[config.mk]
export PLATFORM = sky130hd
export DESIGN_NAME = mul_16_seq
export DESIGN_NICKNAME = d
export VERILOG_FILES = /design/src/rtl/mul_pkg.sv /design/src/rtl/rca_16.sv /design/src/rtl/mul_16_seq.sv
export SDC_FILE = /design/constraint.sdc
export NUM_CORES = 1
export LEC_CHECK = 0
export CORE_MARGIN = 4
export CORE_UTILIZATION = 45
export DETAILED_ROUTE_END_ITERATION = 10
export PLACE_DENSITY = 0.77
export SYNTH_ARGS = -nofsm -noshare
export SYNTH_HDL_FRONTEND = slang
export SYNTH_HIERARCHICAL = 1
export SYNTH_SLANG_ARGS = --single-unit
[constraint.sdc]
create_clock -name clk -period 8.75 [get_ports clk]
set_input_delay 1.3125 -clock clk [delete_from_list [all_inputs] [get_ports clk]]
set_output_delay 1.3125 -clock clk [all_outputs]
set_load 0.01 [all_outputs]
[src/rtl/mul_pkg.sv]
// Shared types and constants for the sequential shift-and-add multiplier.
package mul_pkg;

  localparam int MUL_W    = 16;
  localparam int MUL_ITER = 16;

  typedef enum logic [1:0] {
    IDLE = 2'd0,
    RUN  = 2'd1,
    DONE = 2'd2
  } state_t;

endpackage

[src/rtl/rca_16.sv]
// 16-bit ripple-carry adder; the combinational datapath under mul_16_seq.
module rca_16
  import mul_pkg::*;
(
  input  logic [MUL_W-1:0] x,
  input  logic [MUL_W-1:0] y,
  input  logic             c_in,
  output logic [MUL_W-1:0] sum,
  output logic             c_out
);

  logic carry;

  always_comb begin
    carry = c_in;
    sum   = '0;
    for (int i = 0; i < MUL_W; i++) begin
      sum[i] = x[i] ^ y[i] ^ carry;
      carry  = (x[i] & y[i]) | (carry & (x[i] ^ y[i]));
    end
    c_out = carry;
  end

endmodule

[src/rtl/mul_16_seq.sv]
// Sequential 16x16 unsigned shift-and-add multiplier, one adder pass per clock.
// Optional MUL_EARLY_EXIT_EN: zero operands skip straight from IDLE to DONE.
//
// state | meaning
// IDLE  | waiting for start; operands captured on the accepting edge
// RUN   | one partial-product add and right shift per cycle, 16 cycles
// DONE  | product valid, done pulses for one cycle
module mul_16_seq
  import mul_pkg::*;
(
  input  logic               clk,
  input  logic               rst,
  input  logic               start,
  input  logic [MUL_W-1:0]   a,
  input  logic [MUL_W-1:0]   b,
  output logic               busy,
  output logic               done,
  output logic [2*MUL_W-1:0] product
);

  state_t           state, state_nxt;
  logic [MUL_W-1:0] mcand, mplr, acc;
  logic [3:0]       cnt;
  logic [MUL_W-1:0] add_y, sum;
  logic             c_out;
  logic [MUL_W-1:0] acc_nxt, mplr_nxt;
  logic             last_iter, zero_op;

`ifdef MUL_EARLY_EXIT_EN
  assign zero_op = (a == '0) || (b == '0);
`else
  assign zero_op = 1'b0;
`endif

  // The shifted-in top bit of the accumulator is always zero, so only 16 bits are kept.
  assign add_y     = mplr[0] ? mcand : '0;
  assign acc_nxt   = {c_out, sum[MUL_W-1:1]};
  assign mplr_nxt  = {sum[0], mplr[MUL_W-1:1]};
  assign last_iter = (cnt == 4'(MUL_ITER - 1));

  rca_16 u_add (
    .x     (acc),
    .y     (add_y),
    .c_in  (1'b0),
    .sum   (sum),
    .c_out (c_out)
  );

  always_ff @(posedge clk or posedge rst) begin
    if (rst) state <= IDLE;
    else     state <= state_nxt;
  end

  always_comb begin
    state_nxt = state;
    busy      = 1'b0;
    done      = 1'b0;
    case (state)
      IDLE: if (start) state_nxt = zero_op ? DONE : RUN;
      RUN: begin
        busy = 1'b1;
        if (last_iter) state_nxt = DONE;
      end
      DONE: begin
        done      = 1'b1;
        state_nxt = IDLE;
      end
      default: state_nxt = IDLE;
    endcase
  end

  always_ff @(posedge clk or posedge rst) begin
    if (rst) begin
      mcand   <= '0;
      mplr    <= '0;
      acc     <= '0;
      cnt     <= '0;
      product <= '0;
    end else begin
      case (state)
        IDLE: if (start) begin
          mcand <= a;
          mplr  <= b;
          acc   <= '0;
          cnt   <= '0;
          if (zero_op) product <= '0;
        end
        RUN: begin
          acc  <= acc_nxt;
          mplr <= mplr_nxt;
          cnt  <= cnt + 4'd1;
          if (last_iter) product <= {acc_nxt, mplr_nxt};
        end
        default: ;
      endcase
    end
  end

endmodule

==> results of run 1 <==
==> power groups by stage <==
stage               clock (mW)  sequential (mW)  combinational, mW
detailed placement           0            0.722              0.741
CTS                      0.303            0.716              0.745
floorplan                    0            0.713              0.485
global placement             0            0.714              0.717
global route             0.317            0.740              0.813
finish                   0.295            0.712              0.732
==> logic make-up after synthesis <==
family          after synthesis  share of synthesized area
compound gates               52                     0.0903
simple gates                 53                     0.0855
fa+ha+maj                    17                     0.0852
flops                        86                      0.551
mux                          50                      0.144
buf+inv                      28                     0.0432
other cells                   1                   0.000960
==> layout by cell type, fill, tap and decap left out, drive strengths merged <==
cell            n
o21ai          17
nand3b          1
inv            10
nand3           1
clkbuf         13
fa             16
conb            1
o21bai          1
clkinv          3
and3b           8
buf             4
and2b           1
a22oi           7
nand2b          2
a22o           17
dfrtp          86
mux2           49
nor2            2
a221o           1
a21oi           9
nand4           1
clkdlybuf4s50  68
nor3b           3
nand2          16
mux2i           1
bufinv          1
ha              1
and2           16
nor2b           2
==> final cells by class <==
type                       instances  share of cell area
clock buffer                      13              0.0370
clock inverter                     3             0.00827
inverter                          11             0.00879
multi-input combinational        173               0.327
sequential                        86               0.445
tap                              105              0.0271
timing repair buffer              72               0.147
==> metrics by stage <==
stage	utilization	hold slack, ns	power [mW]
after CTS	0.580	0.485	1.76
after global routing	0.580	0.495	1.87
after global placement	0.554	0.466	1.43
after floorplan	-	0.447	1.20
after detailed placement	0.554	0.475	1.46
final	0.580	0.491	1.74
==> critical path, stage by stage, from the launching register on <==
cell and delay [ns]:
dfrtp_1 0.56, and2_1 0.25, fa_1 0.42, inv_1 0.09
fa_1 0.17, inv_1 0.05, fa_1 0.42, fa_1 0.42
fa_1 0.39, fa_1 0.40, fa_1 0.40, fa_1 0.38
fa_1 0.39, fa_1 0.38, fa_1 0.39, fa_1 0.39
fa_1 0.39, fa_1 0.39, fa_1 0.36, inv_1 0.07
fa_1 0.40, inv_1 0.09, mux2_2 0.15
==> registers in the layout, indices dropped and copies added, names as in the netlist <==
signal and flops:
product 32, acc 16, mcand 16, mplr 16
cnt 4, state 2
==> per-layer routing <==
metal / GRT usage / wire length, µm / vias up / share of wire
met4: 0.0583 / 125 / 0 / 0.017
met3: 0.0317 / 287 / 9 / 0.039
met1: 0.210 / 3370 / 1235 / 0.46
met2: 0.241 / 3550 / 52 / 0.48
li1: - / - / 1123 / -
met5: 0 / 0 / - / 0
==> how the worst max path moves through the flow <==
stage,start,to,cells after the start
3_5_place_dp,mplr[0],product[30],22
2_1_floorplan,mplr[0],product[30],22
4_1_cts,mplr[0],product[30],22
5_1_grt,mplr[0],product[30],22
3_3_place_gp,mplr[0],product[30],22
6_report,mplr[0],product[30],22
==> results.ini, run 1 <==
[die]
io_pins = 69
rows = 33
core_mm2 = 0.00834
start_util = 0.468
dieArea_mm2 = 0.0102
die-width_um = 101
die_h_um = 101

[clock_tree]
cts-root-buf = clkbuf_8
cts_tree = done
cts.sinks = 86
cts_buffers = 9
htree_levels = 3
cts_hold_buf = 0
cts_max_path_buffers = 2
cts_resized = 0
cts_setup_buffers = 0
clock_latency_ns = 0.34
clkTransAtPathRegs_ns = 0.08

[timing]
setup_viol = 0
fin_tns_setup_ns = 0
clock_skew_ns = 0.00765
fmax_mhz = 136
rsz0062_at_grt = no
worst_slack_ns = 1.38
slew_headroom = 0.283
finalHoldViolCount = 0
drv_slew = 0
fin_crit_sh = 0.843
min_period_ns = 7.37
tightest_slew_ns = 1.08

[power_and_ir_drop]
power_density_mw_per_mm2 = 359
seq_power_share = 0.409
clockPowerShare = 0.169
p_sw_mw = 0.569
peakVddDrop_v = 0.000154
p_leak_nw = 2.15
p_int_mw = 1.17
p_sw_frac = 0.327
power_frac_comb = 0.421

[logic_synthesis]
synth_top_area_share = 0.551
netlist_area_mm2 = 0.00391
yosys_most_used_dff = dfrtp_1
synthCells = 287
synth_largest_area_cell = dfrtp_1
synth_cell_types = 31
synth_commonest_cells = dfrtp_1, mux2_2, a22o_1, o21ai_0
syn_area_per_cell_um2 = 13.6
synthArstFlopShare = 1.00
synth-edff-count = 0
syn-num-nets = 339
synthTopCellsByArea = dfrtp_1, mux2_2, fa_1
yosysMostFrequentCell = dfrtp_1
ys.warnings.count = 6
ys_seq_area_frac = 0.551
synth_seq_cells = 86

[cells_and_area]
layout-drive-gt1-share = 0.198
stdcell_count = 463
finish.instance_area_mm2 = 0.00484
syn_to_final_growth_pct = 23.9
multi_input_area_mm2 = 0.00159
num_antenna_cells = 0
fin_nets = 405
regArea_mm2 = 0.00215
fillers = 679

[grt]
grt_max_degree = 87
grt_pass1_wl_um = 12400
grt_overflow_total = 0
track_usage = 0.153
antenna_found_initial = 0
grt_pass1_vias = 2607

[placement]
place_inst = 447
hpwl_um = 4920
finalWeightedCongestion = 0.775
placedInstanceArea_mm2 = 0.00462
post-place-ws_ns = 1.35
numPortBuffers = 68

[run]
cap_viol_max_count = 0

[drt]
remaining_drc_errors = 0
viasPerCell = 5.22
wirelength_um = 7330
drtIter0Drc = 86
firstDrtPassIters = 4
ant_nets = 0
wl_per_cell_um = 15.8
num_vias = 2419

[critical_path]
required_ns = 9.03
r2r_end = product[30]
cp-start-kind = flop
worstSetupEndpointType = flop
critical_path_class = flop to flop
cp_max_fo = 17
ff2ff_setup_slack_ns = 1.38
reg2reg_from = mplr[0]
worstPathArrival_ns = 7.65
reg2reg_depth = 22

[run_status]
status = finished clean

[worst_hold_path]
hold_end = cnt[3]
holdPathStages = 1
holdCritStartpoint = cnt[3]
hp-class = flop to flop

Power figures use the tool's default switching activity.
==> run 2, diff against run 1 <==
- PLACE_DENSITY: 0.77 -> 0.8
- clock period: 8.75 -> 6.2 ns (I/O delays scaled with it)
==> results.ini, run 2 (same netlist as run 1, synthesis figures left out) <==
[drt]
num_vias = 2425  ; was 2419
drtIter0Drc = 87  ; was 86
ant_nets = 0  ; unchanged
wirelength_um = 7570  ; was 7330 µm
firstDrtPassIters = 5  ; was 4
remaining_drc_errors = 0  ; unchanged
wl_per_cell_um = 16.3  ; was 15.8 µm
viasPerCell = 5.23  ; was 5.22

[die]
die-width_um = 101  ; unchanged
core_mm2 = 0.00834  ; unchanged
rows = 33  ; unchanged
start_util = 0.468  ; unchanged
io_pins = 69  ; unchanged
die_h_um = 101  ; unchanged
dieArea_mm2 = 0.0102  ; unchanged

[timing]
finalHoldViolCount = 0  ; unchanged
timing.hold.ws_ns = 0.493  ; was 0.491 ns
rsz0062_at_grt = yes  ; was no
fin_crit_sh = 1.05  ; was 0.843
worst_slack_ns = -0.326  ; was 1.38 ns
drv_slew = 0  ; unchanged
setup_viol = 5  ; was 0
fmax_mhz = 153  ; was 136 MHz
min_period_ns = 6.53  ; was 7.37 ns
fin_tns_setup_ns = -1.01  ; was 0 ns
slew_headroom = 0.294  ; was 0.283
tightest_slew_ns = 1.06  ; was 1.08 ns
clock_skew_ns = 0.00959  ; was 0.00765 ns

[cells_and_area]
syn_to_final_growth_pct = 25.3  ; was 23.9%
largest_register_ffs = 32  ; unchanged
max_flop_register = product  ; unchanged
num_antenna_cells = 0  ; unchanged
layout-drive-gt1-share = 0.262  ; was 0.198
stdcell_count = 464  ; was 463
layout_common_cells = dfrtp_1, clkdlybuf4s50_1, mux2_2  ; unchanged
fin_nets = 406  ; was 405
post-route-util = 0.587  ; was 0.580
fillers = 688  ; was 679
final_common_cell = dfrtp_1  ; unchanged

[worst_hold_path]
hold_end = cnt[3]  ; unchanged
holdCritStartpoint = cnt[3]  ; unchanged
hp-class = flop to flop  ; unchanged
holdPathStages = 1  ; unchanged

[power_and_ir_drop]
power_density_mw_per_mm2 = 512  ; was 359 mW/mm²
p_leak_nw = 2.12  ; was 2.15 nW
clockPowerShare = 0.172  ; was 0.169
seq_power_share = 0.399  ; was 0.409
p_sw_frac = 0.332  ; was 0.327
power_frac_comb = 0.430  ; was 0.421
p_int_mw = 1.67  ; was 1.17 mW
peakVddDrop_v = 0.000204  ; was 0.000154 V
p_sw_mw = 0.833  ; was 0.569 mW

[critical_path]
ff2ff_setup_slack_ns = -0.33  ; was 1.38 ns
r2r_end = acc[14]  ; was product[30]
cp_max_fo = 2  ; was 17
reg2reg_depth = 22  ; unchanged
required_ns = 6.48  ; was 9.03 ns
worstSetupEndpointType = flop  ; unchanged
reg2reg_from = mplr[0]  ; unchanged
cp-start-kind = flop  ; unchanged
critical_path_class = flop to flop  ; unchanged
worstPathArrival_ns = 6.80  ; was 7.65 ns

[grt]
grt_pass1_vias = 2545  ; was 2607
grt_pass1_wl_um = 12700  ; was 12400 µm
track_usage = 0.160  ; was 0.153
grt_overflow_total = 0  ; unchanged
antenna_found_initial = 0  ; unchanged
grt_max_degree = 87  ; unchanged

[run_status]
status = finished with violations  ; was finished clean
violations = negative setup slack

[clock_tree]
clkTransAtPathRegs_ns = 0.09  ; was 0.08 ns
cts_max_path_buffers = 2  ; unchanged
cts_buffers = 9  ; unchanged
htree_levels = 3  ; unchanged
cts_hold_buf = 0  ; unchanged
cts_tree = done  ; unchanged
cts.sinks = 86  ; unchanged
cts-root-buf = clkbuf_8  ; unchanged
clock_latency_ns = 0.35  ; was 0.34 ns

[run]
cap_viol_max_count = 0  ; unchanged

[placement]
place_inst = 447  ; unchanged
numPortBuffers = 68  ; unchanged
hpwl_um = 5130  ; was 4920 µm
finalWeightedCongestion = 0.769  ; was 0.775

run 2: cell types whose count changed in the layout (fill, tap and decap cells not counted), moves of 2 or more:
cell        delta
fa_2          +15
inv_2          +5
fa_1          -15
clkinvlp_4     +2
inv_1          -5
clkbuf_8       -4
run 2: area by class of cell:
cell class              count  area, µm²  area share
clock buffers               9        124      0.0253
flip-flops and latches     86       2150       0.440
well taps                 105        131      0.0268
clock inverters             7       97.6      0.0199
multi-input cells         173       1630       0.333
inverters                  11       42.5     0.00869
repair buffers             73        718       0.147
run 2: per-layer routing:
metal,GRT usage,vias to the layer above,share of wire
li1,-,1134,-
met4,0.0307,0,0.0037
met2,0.241,65,0.48
met5,0,-,0
met3,0.0599,2,0.068
met1,0.225,1224,0.45
run 2: critical path, stage by stage (launching register included):
cell and delay, ns:
dfrtp_2 0.44, and2_4 0.15, fa_2 0.37, inv_2 0.07, fa_2 0.19, inv_2 0.04, fa_2 0.35, fa_2 0.34
fa_2 0.35, fa_2 0.35, fa_2 0.35, fa_2 0.35, fa_2 0.35, fa_2 0.34, fa_2 0.34, fa_2 0.34
fa_2 0.34, fa_2 0.35, fa_2 0.35, inv_2 0.06, fa_1 0.41, inv_2 0.07, a22o_1 0.14
run 2: power groups by stage:
stage                     clock (mW)  sequential, mW  combinational (mW)
final                          0.430            1.00                1.08
after CTS                      0.441            1.00                1.09
after detailed placement           0            1.02                1.07
after global placement             0            1.01                1.04
after global routing           0.467            1.04                1.20
after floorplan                    0            1.01               0.705
run 2: worst max-delay path by stage:
stage                        from          end  slack (ns)  cells after the start
after floorplan           mplr[0]  product[30]       -0.12                     22
after detailed placement  mplr[0]      acc[14]       -0.50                     22
after global placement    mplr[0]  product[30]       -0.36                     22
after CTS                 mplr[0]      acc[14]       -0.34                     22
after global routing      mplr[0]      acc[14]       -0.49                     22
final                     mplr[0]      acc[14]       -0.33                     22
run 2: through the flow:
stage / power (mW) / setup WS [ns] / area [µm²]
floorplan: 1.72 / -0.116 / 3950
global placement: 2.04 / -0.356 / 4660
detailed placement: 2.09 / -0.503 / 4660
CTS: 2.54 / -0.342 / 4900
global route: 2.71 / -0.485 / 4900
finish: 2.51 / -0.326 / 4900
run 2: repair_timing:
action	4_1_cts	5_1_grt
buffers inserted	1	0
endpoints found under the setup margin	6	6
pin swaps	0	0
resized for setup	2	2
==> run 3, diff against run 2 <==
- TNS_END_PERCENT: default -> 5
==> results.ini, run 3 (same netlist as run 1, synthesis figures left out) <==
[die]
die_h_um = 101  ; unchanged
start_util = 0.468  ; unchanged
rows = 33  ; unchanged
core_mm2 = 0.00834  ; unchanged
dieArea_mm2 = 0.0102  ; unchanged
die-width_um = 101  ; unchanged
io_pins = 69  ; unchanged

[critical_path]
crit_start = mcand[0]  ; was mplr[0]
r2r_end = product[30]  ; was acc[14]
worstSetupEndpointType = flop  ; unchanged
critical_path_class = flop to flop  ; unchanged
cp_max_fo = 2  ; unchanged
ff2ff_setup_slack_ns = -0.23  ; was -0.33 ns
required_ns = 6.49  ; was 6.48 ns
reg2reg_from = mcand[0]  ; was mplr[0]
reg2reg_depth = 22  ; unchanged
worstPathArrival_ns = 6.73  ; was 6.80 ns
cp-start-kind = flop  ; unchanged

[grt]
grt_overflow_total = 0  ; unchanged
grt_max_degree = 87  ; unchanged
grt_pass1_vias = 2680  ; was 2545
antenna_found_initial = 0  ; unchanged
track_usage = 0.162  ; was 0.160
grt_pass1_wl_um = 13100  ; was 12700 µm

[clock_tree]
clock_latency_ns = 0.35  ; about the same
cts-root-buf = clkbuf_8  ; unchanged
clkTransAtPathRegs_ns = 0.09  ; about the same
cts_buffers = 9  ; unchanged
cts_max_path_buffers = 2  ; unchanged
htree_levels = 3  ; unchanged
cts.sinks = 86  ; unchanged
cts_tree = done  ; unchanged

[timing]
min_period_ns = 6.43  ; was 6.53 ns
worst_slack_ns = -0.234  ; was -0.326 ns
rsz0062_at_grt = yes  ; unchanged
finalHoldViolCount = 0  ; unchanged
fin_crit_sh = 1.04  ; was 1.05
slew_headroom = 0.288  ; was 0.294
drv_slew = 0  ; unchanged
tightest_slew_ns = 1.07  ; was 1.06 ns
setup_viol = 4  ; was 5
fmax_mhz = 155  ; was 153 MHz
clock_skew_ns = 0.0122  ; was 0.00959 ns

[power_and_ir_drop]
p_sw_mw = 0.839  ; was 0.833 mW
power_frac_comb = 0.432  ; was 0.430
peakVddDrop_v = 0.000192  ; was 0.000204 V
clockPowerShare = 0.175  ; was 0.172
power_density_mw_per_mm2 = 515  ; was 512 mW/mm²
seq_power_share = 0.393  ; was 0.399
p_sw_frac = 0.332  ; about the same
p_int_mw = 1.69  ; was 1.67 mW
p_leak_nw = 2.14  ; was 2.12 nW

[drt]
viasPerCell = 5.27  ; was 5.23
num_vias = 2450  ; was 2425
wirelength_um = 7680  ; was 7570 µm
remaining_drc_errors = 0  ; unchanged
wl_per_cell_um = 16.5  ; was 16.3 µm
firstDrtPassIters = 4  ; was 5
drtIter0Drc = 97  ; was 87
ant_nets = 0  ; unchanged

[cells_and_area]
post-route-util = 0.589  ; was 0.587
num_antenna_cells = 0  ; unchanged
layout_common_cells = dfrtp_1, clkdlybuf4s50_1, mux2_2  ; unchanged
fin_nets = 407  ; was 406
final_common_cell = dfrtp_1  ; unchanged
syn_to_final_growth_pct = 25.7  ; was 25.3%
layout-drive-gt1-share = 0.253  ; was 0.262
stdcell_count = 465  ; was 464
largest_register_ffs = 32  ; unchanged
max_flop_register = product  ; unchanged
fillers = 701  ; was 688

[placement]
finalWeightedCongestion = 0.747  ; was 0.769
place_inst = 449  ; was 447
hpwl_um = 5260  ; was 5130 µm
numPortBuffers = 68  ; unchanged

[worst_hold_path]
holdPathStages = 1  ; unchanged
hp-class = flop to flop  ; unchanged
holdCritStartpoint = cnt[3]  ; unchanged
hold_end = cnt[3]  ; unchanged

[run_status]
status = finished with violations  ; unchanged
violations = negative setup slack  ; unchanged

[run]
cap_viol_max_count = 0  ; unchanged

run 3: changes by cell type in the layout (fill, tap and decap cells not counted), sizes merged:
cell / before / now
buf: 5 / 6
clkinvlp: 2 / 1
clkbuf: 9 / 10
run 3: worst max path at each step:
stage,to,slack [ns],cells after the start
finish,product[30],-0.23,22
CTS,acc[14],-0.27,22
global route,acc[14],-0.40,22
floorplan,product[30],-0.18,22
detailed placement,product[30],-0.35,22
global placement,product[30],-0.22,22
run 3: cell type report:
class	count	area, µm²	share of cell area
inverter	11	42.5	0.00866
multi-input combinational	173	1630	0.331
tap	105	131	0.0268
clock buffer	10	138	0.0280
timing repair buffer	74	726	0.148
sequential	86	2150	0.438
clock inverter	6	93.8	0.0191
run 3: routing by layer:
metal / share of wire / global-route usage / vias to the layer above / routed length, µm
li1: - / - / 1129 / -
met1: 0.44 / 0.218 / 1268 / 3400
met2: 0.50 / 0.262 / 45 / 3810
met3: 0.050 / 0.0441 / 8 / 383
met4: 0.010 / 0.0409 / 0 / 80
met5: 0 / 0 / - / 0
run 3: power by group through the flow:
stage | clock, mW | combinational [mW] | sequential, mW
finish | 0.442 | 1.09 | 0.993
global route | 0.478 | 1.22 | 1.03
CTS | 0.457 | 1.11 | 0.997
detailed placement | 0 | 1.09 | 1.00
global placement | 0 | 1.05 | 0.993
floorplan | 0 | 0.699 | 1.01
run 3: stage by stage:
stage          total power [mW]  setup TNS (ns)  worst slack [ns]  hold WS, ns  cell area [µm²]
2_1_floorplan              1.71          -0.437            -0.177        0.447             3940
3_3_place_gp               2.04          -0.576            -0.215        0.470             4670
3_5_place_dp               2.10           -1.30            -0.351        0.479             4670
4_1_cts                    2.56          -0.825            -0.274        0.491             4910
5_1_grt                    2.73           -1.55            -0.401        0.519             4910
6_report                   2.53          -0.689            -0.234        0.494             4910
run 3: timing repair:
action	in CTS	in global routing
hold buffers	0	0
setup endpoints to repair	6	6
gates resized for setup	5	1
setup buffers	0	0
run 3: critical path, cell delays in order (launching register included):
cell,delay (ns)
dfrtp_1,0.38
and2_4,0.16
fa_2,0.38
inv_2,0.06
fa_1,0.16
inv_1,0.05
fa_2,0.35
fa_2,0.36
fa_2,0.35
fa_2,0.34
fa_2,0.35
fa_2,0.34
fa_2,0.34
fa_2,0.34
fa_2,0.34
fa_2,0.35
fa_2,0.35
fa_2,0.35
fa_2,0.34
inv_2,0.06
fa_1,0.41
inv_2,0.07
mux2_2,0.13
